`src/rtl/approx_mult_pkg.sv`:
```
// Shared constants and helpers for the approximate signed multiplier pipeline.
// Recovery level encodings and the elaboration-time parameter legality check.
package approx_mult_pkg;

    localparam logic [1:0] LVL_NONE = 2'd0;
    localparam logic [1:0] LVL_BIAS = 2'd1;
    localparam logic [1:0] LVL_COL  = 2'd2;

    // Level 3 is decoded exactly like LVL_COL.
    function automatic bit trunc_cols_legal(int unsigned width, int unsigned trunc_cols);
        return (width >= 4) && (trunc_cols <= width);
    endfunction

endpackage

```
`src/rtl/approx_pp_sum.sv`:
```
// Combinational truncated sign-magnitude partial-product array plus recovery term.
// Outputs the kept-column magnitude sum and the selected compensation value separately.
module approx_pp_sum
    import approx_mult_pkg::*;
#(
    parameter int unsigned WIDTH      = 16,
    parameter int unsigned TRUNC_COLS = 8
) (
    input  logic [WIDTH-1:0]   mag_a,
    input  logic [WIDTH-1:0]   mag_b,
    input  logic [1:0]         level,
    output logic [2*WIDTH-1:0] m,
    output logic [2*WIDTH-1:0] r
);

    localparam int unsigned PW = 2 * WIDTH;

    // Clearing the low product columns of each shifted row drops every a_j*b_k with j+k < TRUNC_COLS.
    localparam logic [PW-1:0] COL_MASK = {PW{1'b1}} << TRUNC_COLS;

    always_comb begin
        m = '0;
        for (int j = 0; j < int'(WIDTH); j++) begin
            if (mag_a[j]) begin
                m = m + ((PW'(mag_b) << j) & COL_MASK);
            end
        end
    end

    if (TRUNC_COLS == 0) begin : gen_exact
        logic unused_level;
        assign unused_level = ^level;
        assign r = '0;
    end else begin : gen_recover
        localparam int TOP = int'(TRUNC_COLS) - 1;

        logic [PW-1:0] col_cnt;

        // Population count of the highest dropped column, without carries from below.
        always_comb begin
            col_cnt = '0;
            for (int j = 0; j <= TOP; j++) begin
                col_cnt = col_cnt + PW'(mag_a[j] & mag_b[TOP-j]);
            end
        end

        always_comb begin
            r = '0;
            case (level)
                LVL_NONE: r = '0;
                LVL_BIAS: r = PW'(1) << TOP;
                LVL_COL:  r = col_cnt << TOP;
                default:  r = col_cnt << TOP;
            endcase
        end
    end

endmodule

```
`src/rtl/approx_signed_mult_pipe.sv`:
```
// Three-stage valid/ready pipelined approximate signed multiplier with per-transaction
// recovery level, pass-through tag and a count of delivered results.
module approx_signed_mult_pipe
    import approx_mult_pkg::*;
#(
    parameter int unsigned WIDTH      = 16,
    parameter int unsigned TRUNC_COLS = 8,
    parameter int unsigned TAG_W      = 4
) (
    input  logic               clk,
    input  logic               rst_n,
    input  logic               in_valid,
    output logic               in_ready,
    input  logic [WIDTH-1:0]   a,
    input  logic [WIDTH-1:0]   b,
    input  logic [1:0]         level,
    input  logic [TAG_W-1:0]   tag,
    output logic               out_valid,
    input  logic               out_ready,
    output logic [2*WIDTH-1:0] y,
    output logic [TAG_W-1:0]   y_tag,
    output logic [15:0]        done_cnt
);

    localparam int unsigned PW = 2 * WIDTH;

    if (!trunc_cols_legal(WIDTH, TRUNC_COLS)) begin : gen_param_check
        $error("approx_signed_mult_pipe: WIDTH must be >= 4 and TRUNC_COLS <= WIDTH");
    end

    // Stage 1: magnitudes, sign, zero flag, level, tag
    logic               v1_q, v1_d;
    logic [WIDTH-1:0]   mag_a_q, mag_b_q;
    logic               sign1_q, zero1_q;
    logic [1:0]         level1_q;
    logic [TAG_W-1:0]   tag1_q;

    // Stage 2: truncated magnitude and recovery term
    logic               v2_q, v2_d;
    logic [PW-1:0]      m_q, r_q;
    logic               sign2_q, zero2_q;
    logic [TAG_W-1:0]   tag2_q;

    // Stage 3: signed result
    logic               v3_q, v3_d;
    logic [PW-1:0]      y_q, y_d;
    logic [TAG_W-1:0]   y_tag_q;
    logic [15:0]        done_cnt_q;

    logic               adv1, adv2, in_xfer, out_xfer;
    logic [WIDTH-1:0]   mag_a_d, mag_b_d;
    logic [PW-1:0]      m_d, r_d, sum;

    always_comb begin
        adv2     = v2_q && (!v3_q || out_ready);
        adv1     = v1_q && (!v2_q || adv2);
        in_ready = !v1_q || adv1;
        in_xfer  = in_valid && in_ready;
        out_xfer = v3_q && out_ready;

        v1_d = in_xfer ? 1'b1 : (adv1 ? 1'b0 : v1_q);
        v2_d = adv1    ? 1'b1 : (adv2 ? 1'b0 : v2_q);
        v3_d = adv2    ? 1'b1 : (out_xfer ? 1'b0 : v3_q);
    end

    // Two's-complement negate of the most negative value yields 2^(WIDTH-1) as unsigned.
    always_comb begin
        mag_a_d = a[WIDTH-1] ? (~a + WIDTH'(1)) : a;
        mag_b_d = b[WIDTH-1] ? (~b + WIDTH'(1)) : b;
    end

    approx_pp_sum #(
        .WIDTH      (WIDTH),
        .TRUNC_COLS (TRUNC_COLS)
    ) u_pp_sum (
        .mag_a (mag_a_q),
        .mag_b (mag_b_q),
        .level (level1_q),
        .m     (m_d),
        .r     (r_d)
    );

    always_comb begin
        sum = m_q + r_q;
        y_d = '0;
        if (!zero2_q) begin
            y_d = sign2_q ? (~sum + PW'(1)) : sum;
        end
    end

    always_ff @(posedge clk) begin
        if (!rst_n) begin
            v1_q       <= 1'b0;
            mag_a_q    <= '0;
            mag_b_q    <= '0;
            sign1_q    <= 1'b0;
            zero1_q    <= 1'b0;
            level1_q   <= '0;
            tag1_q     <= '0;
            v2_q       <= 1'b0;
            m_q        <= '0;
            r_q        <= '0;
            sign2_q    <= 1'b0;
            zero2_q    <= 1'b0;
            tag2_q     <= '0;
            v3_q       <= 1'b0;
            y_q        <= '0;
            y_tag_q    <= '0;
            done_cnt_q <= '0;
        end else begin
            v1_q <= v1_d;
            v2_q <= v2_d;
            v3_q <= v3_d;
            if (in_xfer) begin
                mag_a_q  <= mag_a_d;
                mag_b_q  <= mag_b_d;
                sign1_q  <= a[WIDTH-1] ^ b[WIDTH-1];
                zero1_q  <= (a == '0) || (b == '0);
                level1_q <= level;
                tag1_q   <= tag;
            end
            if (adv1) begin
                m_q     <= m_d;
                r_q     <= r_d;
                sign2_q <= sign1_q;
                zero2_q <= zero1_q;
                tag2_q  <= tag1_q;
            end
            // Held while the consumer stalls so y/y_tag stay stable until transfer.
            if (adv2) begin
                y_q     <= y_d;
                y_tag_q <= tag2_q;
            end
            if (out_xfer) begin
                done_cnt_q <= done_cnt_q + 16'd1;
            end
        end
    end

    assign out_valid = v3_q;
    assign y         = y_q;
    assign y_tag     = y_tag_q;
    assign done_cnt  = done_cnt_q;

endmodule

```
`config.mk`:
```
export PLATFORM = sky130hd
export DESIGN_NAME = approx_signed_mult_pipe
export DESIGN_NICKNAME = d
export VERILOG_FILES = /design/src/rtl/approx_mult_pkg.sv /design/src/rtl/approx_pp_sum.sv /design/src/rtl/approx_signed_mult_pipe.sv
export SDC_FILE = /design/constraint.sdc
export NUM_CORES = 1
export LEC_CHECK = 0
export CAP_MARGIN = 20
export CORE_MARGIN = 1.5
export CORE_UTILIZATION = 45
export CTS_BUF_LIST = sky130_fd_sc_hd__clkbuf_8
export DETAILED_ROUTE_END_ITERATION = 7
export HOLD_SLACK_MARGIN = 0.02
export SLEW_MARGIN = 25
export SYNTH_ARGS = -nofsm -noshare
export SYNTH_HDL_FRONTEND = slang
export SYNTH_SLANG_ARGS = --single-unit
```
`constraint.sdc`:
```
create_clock -name clk -period 51.7 [get_ports clk]
set_input_delay 10.34 -clock clk [delete_from_list [all_inputs] [get_ports clk]]
set_output_delay 10.34 -clock clk [all_outputs]
set_load 0.03 [all_outputs]
```
==> results.yml <==
detailed_routing:
  wire_per_inst_um: 19.4
  vias: 19100
  dr.first_iter.drc_count: 1445
  drc_errors: 0
  first_pass_iters: 5
  drt_wl_total_um: 61400
  ant_nets: 0
  vias_per_cell: 6.06
floorplan:
  die_w_um: 207
  core_mm2: 0.0409
  start_util: 0.458
  io_pins: 96
  die_area_mm2: 0.0429
  rows: 74
  fp.dieH_um: 207
clock_network:
  clkTransAtPathRegs_ps: 90
  hold_buffers: 0
  root_buffer: "clkbuf_8"
  cts_buffers: 17
  clock_path_buffers: 2
  cts_resized: 0
  cts_tree: "built"
  post_cts_buffers: 0
  clkSinkCount: 122
  htree_levels: 4
  clk_latency_ps: 510
global_route:
  overflow: 0
  grt_usage: 0.282
  grt_pass1_vias: 18300
  antenna_found_initial: 0
  grt_max_degree: 75
  grt_pass1_wl_um: 98200
critical_path:
  cpLargestDelayFamily: "buffers and inverters"
  rrSetupSlack_ps: 29830
  path_cells: "clkdlybuf4s50_1 > nor2b_1 > nand3_1 > clkdlybuf4s50_1"
  arrival_ps: 12020
  cp-end-kind: "output port"
  worst-path-buf-inv: 2
  r2r_end: "m_q[30]"
  rr_startpoint: "mag_b_q[8]"
  crit_slowest_cell: "clkdlybuf4s50_1"
  crit_fanout: 7
  critical_path_class: "input port to output port"
  cpPeakStageDelay_ps: 630
  ff2ff_path_depth: 96
  crit_top_cell: "clkdlybuf4s50_1"
  required_ps: 41360
  startpoint_type: "input port"
run:
  cap_violations: 0
hold_path:
  min_path_type: "flip-flop to flip-flop"
  min-delay-start: "tag2_q[3]"
  hold_path_end: "y_tag[3]"
  holdPathStages: 2
place:
  gp_congestion: 0.938
  io_buffers: 88
  hpwl_um: 46600
  dp_slack_ps: 29340
sta:
  rsz0062_at_grt: "no"
  skew_ps: 19.7
  finalCritPeriodShare: 0.432
  slew_viol_final: 0
  tns_ps: 0
  fmax_mhz: 44.7
  worst_pin_slew_ps: 1120
  hold_viol: 0
  finalSetupViolCount: 0
  finalCriticalPeriod_ps: 22360
  slew_headroom: 0.244
  worst_slack_ps: 29340
power_and_ir_drop:
  ir_drop_mv: 0.0165
  p_leak_nw: 9.03
  power_density_mw_per_mm2: 29.0
  p_total_mw: 0.595
synth:
  ys_seq_area_frac: 0.130
  synth-main-ff-cell: "dfxtp_1"
  syn_inst: 2573
  yosys_warnings: 0
  synth_area_mm2: 0.0187
  async_flop_share: 0
  synth-edff-count: 0
  synth_area_per_cell_um2: 7.28
  synth.distinct_cells: 83
  synth_seq_cells: 122
outcome:
  status: "completed"
finish:
  final_common_cell: "nor2_1"
  area_growth_pct: 9.69
  final_nets: 2900
  mostFrequentLayoutCells: "nor2_1, nand2_1, ha_1"
  drive_gt1_frac: 0.0556
==> state kept, by name, summed over array words and instances, names as in the netlist <==
register and count:
y 25, m_q 24, done_cnt 16, mag_a_q 16, mag_b_q 16, r_q 4
tag1_q 4, tag2_q 4, y_tag 4, level1_q 2, out_valid 1, sign1_q 1
sign2_q 1, v1_q 1, v2_q 1, zero1_q 1, zero2_q 1
==> logic make-up after synthesis <==
| logic type | synth area share |
|---|---|
| xor+xnor | 0.103 |
| mux | 0.0370 |
| flops | 0.130 |
| buf+inv | 0.0486 |
| fa+ha+maj | 0.171 |
| other cells | 0.000200 |
| simple gates | 0.213 |
| compound gates | 0.297 |
==> routing by layer <==
layer / up-vias / global-route usage / routed length (um)
li1: 9482 / - / -
met4: 0 / 0.0930 / 1920
met3: 111 / 0.0320 / 2350
met1: 9095 / 0.364 / 27800
met2: 447 / 0.487 / 29300
met5: - / 0 / 0
==> how the worst max path moves through the flow <==
stage	start	end	depth (start not counted)
finish	out_ready	in_ready	4
global route	mag_b_q[8]	m_q[30]	97
CTS	out_ready	in_ready	4
detailed placement	out_ready	in_ready	4
global placement	out_ready	in_ready	4
floorplan	out_ready	in_ready	2
==> tightest hold or removal path, delay by kind of cell, from the launching register on <==
family	cells	cell delay, ps
AND/OR/NAND/NOR	1	50
AO/OA/AOI/OAI	1	50
flip-flops	1	320
==> area by class of cell <==
type                       instances  area, um^2
fill                            4162       20400
multi-input combinational       2226       15400
sequential                       122        2440
timing repair buffer             122        1140
tap                              532         666
inverter                         125         470
clock buffer                      18         248
clock inverter                    14         159
antenna                            1        2.50
==> metrics by stage <==
stage / cells / utilization / hold slack [ps] / cell area [um^2]
after global placement: 3127 / 0.492 / 442 / 20100
final: 3160 / 0.502 / 457 / 20500
after global routing: 3159 / 0.502 / 472 / 20500
after detailed placement: 3127 / 0.492 / 446 / 20100
after floorplan: 2579 / - / 432 / 18800
after CTS: 3159 / 0.502 / 458 / 20500
==> cell usage after synthesis, drive strengths merged, types with 10 or more instances <==
cell,instances,area share
a32oi,10,0.0047
o211ai,27,0.011
clkbuf,81,0.016
ha,224,0.15
xor2,95,0.044
a22oi,20,0.0080
and3,27,0.0090
mux2,41,0.025
or3,28,0.0094
o21bai,17,0.0068
a21oi,207,0.055
nor2b,38,0.013
o22ai,16,0.0053
o31ai,31,0.012
a21o,62,0.025
and2,30,0.010
fa,20,0.021
nand3,67,0.018
nand2,244,0.049
dfxtp,122,0.13
nor2,248,0.050
nor3,68,0.018
a31oi,29,0.0097
o41ai,11,0.0051
nand2b,41,0.014
xnor2,125,0.058
inv,121,0.024
nand4,10,0.0033
a211oi,61,0.024
o21ai,163,0.044
or2,15,0.0050
o21a,63,0.025
buf,25,0.0073
mux2i,22,0.012
==> power by group <==
group	total [mW]	internal, mW	switching [mW]	leakage (nW)
sequential	0.105	0.0986	0.00593	0.996
combinational	0.397	0.163	0.235	7.83
clock	0.0932	0.0451	0.0481	0.207
total	0.595	0.306	0.289	9.03
Note: power is estimated with default switching activity, not from simulation.
==> edit 1 (config.mk and constraints unchanged) <==
Change the parameter `TAG_W` from 4 to 3.
--- a/src/rtl/approx_signed_mult_pipe.sv
+++ b/src/rtl/approx_signed_mult_pipe.sv
@@ -5,7 +5,7 @@
 #(
     parameter int unsigned WIDTH      = 16,
     parameter int unsigned TRUNC_COLS = 8,
-    parameter int unsigned TAG_W      = 4
+    parameter int unsigned TAG_W      = 3
 ) (
     input  logic               clk,
     input  logic               rst_n,
Ports: changed (resized tag and y_tag); port bits go from 96 to 94. The function was not compared with the original's and may differ.
==> edit 1 against the unedited design <==
  * Worst setup slack better by 0.043 ns
  * Total power is 2.0% lower
  * Sequential cell count is 3 lower
  * Critical path type unchanged
  * Wire length is 5.5% lower
  * Synthesized cell count is 0.16% lower
  * Clock skew is 0.0065 ns lower
  * Sequential share of layout area is 0.23 points lower
  * Synthesized area is 0.22% lower
  * Cell area is 0.51% lower
  * Combinational power hardly changed
==> edit 1: results (changes against the unedited design) <==
The count of routing violations after the opening detailed-route iteration was 1,477 (+2.2%). The minimum setup slack after placement is 29.40 ns (+0.0628 ns). The run finished with clean final reports. The fraction of layout instances using a drive strength above 1 is 5.46% (-0.098 points). By count the netlist is led by 252 x sky130_fd_sc_hd__nand2_1, 250 x sky130_fd_sc_hd__nor2_1, 224 x sky130_fd_sc_hd__ha_1, 195 x sky130_fd_sc_hd__a21oi_1, 133 x sky130_fd_sc_hd__o21ai_0.

The share of synthesized cell area in full adder, half adder and majority cells was 17.2% (+0.098 points). The final period utilization came to 43.2% (-0.084 points). The half-perimeter wire length of the detailed placement result came out at 43,900 um (-5.6%).

The headroom to the max-slew limit was 33.4% (+9.0 points). The worst hold path begins at tag2_q[1]. The xor and xnor area share after synthesis is 9.84% (-0.45 points). The worst path arrival time came out at 11.97 ns (-0.05 ns). The first-pass GRT wire length is 92,300 um (-6.0%).

The routed wire length per instance was 18.4 um (-5.3%). The length of routed met2 wiring came out at 24,900 um (-15%). The routed length on met1 was 28,500 um (+2.3%). The total length of routed wires came out at 58,000 um (-5.5%). The vias per cell is 6.01 (-0.79%). The count of buffers from port buffering is 86 (-2.3%). The endpoint of the worst hold path is tag2_q[1]. The minimum setup slack among reg-to-reg paths is 30.91 ns (+1.08 ns). The mean area per synthesized cell came out at 7.28 um2 (about the same). The net total in the final layout is 2,891 (-0.31%). Yosys attributes the largest share of cell area to sky130_fd_sc_hd__ha_1 15%, sky130_fd_sc_hd__dfxtp_1 13%, sky130_fd_sc_hd__a21oi_1 5.2%. The number of filler instances in the final layout is 4,151 (-0.26%).
[edit 1: changes by cell type after synthesis, moves of 12 or more]
| cell | before | now |
|---|---|---|
| sky130_fd_sc_hd__o21ai_1 | 3 | 54 |
| sky130_fd_sc_hd__o21ai_0 | 160 | 133 |
| sky130_fd_sc_hd__o21a_1 | 63 | 43 |
| sky130_fd_sc_hd__xnor2_1 | 125 | 109 |
| sky130_fd_sc_hd__inv_1 | 120 | 106 |
| sky130_fd_sc_hd__nor3_1 | 68 | 55 |
| sky130_fd_sc_hd__a21oi_1 | 207 | 195 |
| sky130_fd_sc_hd__nand2b_1 | 41 | 53 |
[edit 1: final cells by class]
type	count	area, um2	area share (%)
diodes	1	2.50	0.0122
inverters	115	432	2.11
clock inverters	12	101	0.496
well taps	532	666	3.26
flip-flops and latches	119	2380	11.7
repair buffers	119	1110	5.42
multi-input cells	2234	15500	75.7
clock buffers	20	275	1.35
[edit 1: power by group]
group	internal, mW	switching [mW]
combinational	0.165	0.233
clock	0.0415	0.0413
sequential	0.0963	0.00629
==> edit 2 (same settings) <==
Without the edit above. Put one more register stage on the output `done_cnt`. The value now appears one clock later. The other outputs are not delayed to match.
--- a/src/rtl/approx_signed_mult_pipe.sv
+++ b/src/rtl/approx_signed_mult_pipe.sv
@@ -140,7 +140,9 @@
     assign out_valid = v3_q;
     assign y         = y_q;
     assign y_tag     = y_tag_q;
-    assign done_cnt  = done_cnt_q;
+    always_ff @(posedge clk) begin
+        done_cnt <= done_cnt_q;
+    end
 
 endmodule
 
Check against the original RTL: not settled (the Yosys comparison gave no result); the edit may change what the design does.
==> edit 2 against the unedited design <==
  * Maximum frequency is 0.22% higher
  * Register-to-register slack better by 0.88 ns
  * Synthesized cell count is 3.1% higher
  * Total power is 3.6% higher
  * Worst setup slack better by 0.049 ns
  * Synthesized area is 3.7% higher
  * Cell area is 3.4% higher
  * Wire length is 1.9% higher
  * Clock power is 9% higher
  * Sequential share of layout area is 1.1 points higher
  * Sequential cell count is 16 higher
==> edit 2: results (changes against the unedited design) <==
The worst path arrival time came to 11.97 ns (-0.05 ns). The worst voltage drop across the vdd grid came out at 15.3 uV (-7.3%). The number of well taps is 539 (+1.3%). The antenna diode count came to 2 (+1). The via count of the first global-routing pass was 18.9k (+3.3%). The number of filler instances in the final layout came to 4,226 (+1.5%).

The post-detailed-placement cell area is 0.0208 mm2 (+3.1%). The number of antenna violations at the first check in global routing came to 2 (+2). The total of plain and repair buffers excluding clock buffers is 121 (-0.82%).

The number of clock buffers in the layout is 17 (-1). The minimum setup slack among reg-to-reg paths came out at 30.71 ns (+0.88 ns). By area the synthesized netlist is led by sky130_fd_sc_hd__ha_1 14%, sky130_fd_sc_hd__dfxtp_1 14%, sky130_fd_sc_hd__a21oi_1 5.6%. The fraction of cell area in non-clock buffers came to 5.32% (-0.21 points). The proportion of synthesized chip area in sequential cells is 14.2% (+1.2 points).

The cell depth of the worst hold path is 0 (-2). The number of non-clock inverters came out at 116 (-7.2%). The total length of routed wires came out at 62,600 um (+1.9%).

The power per cell area is 29.0 mW/mm2 (+0.24%). The post-synthesis register bit count is 138 (+13%). The unique cell type count in the Yosys netlist is 89 (+7.2%). The largest net degree at the start of global routing came out at 99 (+32%).

The half-perimeter wire length of the detailed placement result came out at 47,700 um (+2.4%). The fraction of layout instances using a drive strength above 1 is 5.72% (+0.16 points). The via count came out at 19.9k (+3.8%). By count the netlist is led by 283 x sky130_fd_sc_hd__nand2_1, 254 x sky130_fd_sc_hd__nor2_1, 224 x sky130_fd_sc_hd__ha_1, 216 x sky130_fd_sc_hd__a21oi_1, 162 x sky130_fd_sc_hd__o21ai_0.

The final period utilization came to 43.1% (-0.095 points). The worst register-to-register path ends at m_q[28]. The leakage power total is 9.31 nW (+3.1%).

For hold timing, the worst endpoint is done_cnt[15]. The register area was 0.00276 mm2 (+13%). The run finished with clean final reports. The minimum setup slack after placement came out at 29.40 ns (+0.0597 ns). The hold slack is 0.371 ns (-0.0859 ns). The synthesized instance count came out at 2,654 (+3.1%). The clock skew came out at 0.0134 ns (-0.00634 ns). The net total in the final layout came out at 2,966 (+2.3%). The number of standard cells in the layout, taps in and fillers out is 3,234 (+2.3%).
edit 2: where the power goes:
part           internal, mW  leakage [nW]  switching, mW
Sequential            0.111          1.13        0.00811
Clock                0.0507         0.231         0.0512
Combinational         0.164          7.96          0.232
Total                 0.326          9.31          0.291
edit 2: kinds of logic (layout without fill, tap and decap cells):
| group | after synthesis | after routing | share of synthesized area, % |
|---|---|---|---|
| flip-flops | 138 | 138 | 14.2 |
| AO/OA/AOI/OAI | 864 | 864 | 29.9 |
| buffers and inverters | 236 | 269 | 4.84 |
| adder cells (fa/ha/maj) | 245 | 245 | 16.5 |
| XOR/XNOR | 217 | 217 | 9.78 |
| AND/OR/NAND/NOR | 898 | 898 | 21.7 |
| multiplexers | 55 | 55 | 3.00 |
| other | 1 | 9 | 0.0193 |
edit 2: routing by layer:
metal / GRT usage, % / routed length (um) / vias up
met4: 6.11 / 1180 / 0
met5: 0 / 0 / -
met1: 37.1 / 28700 / 9529
met2: 48.3 / 30000 / 496
met3: 3.14 / 2690 / 81
li1: - / - / 9761
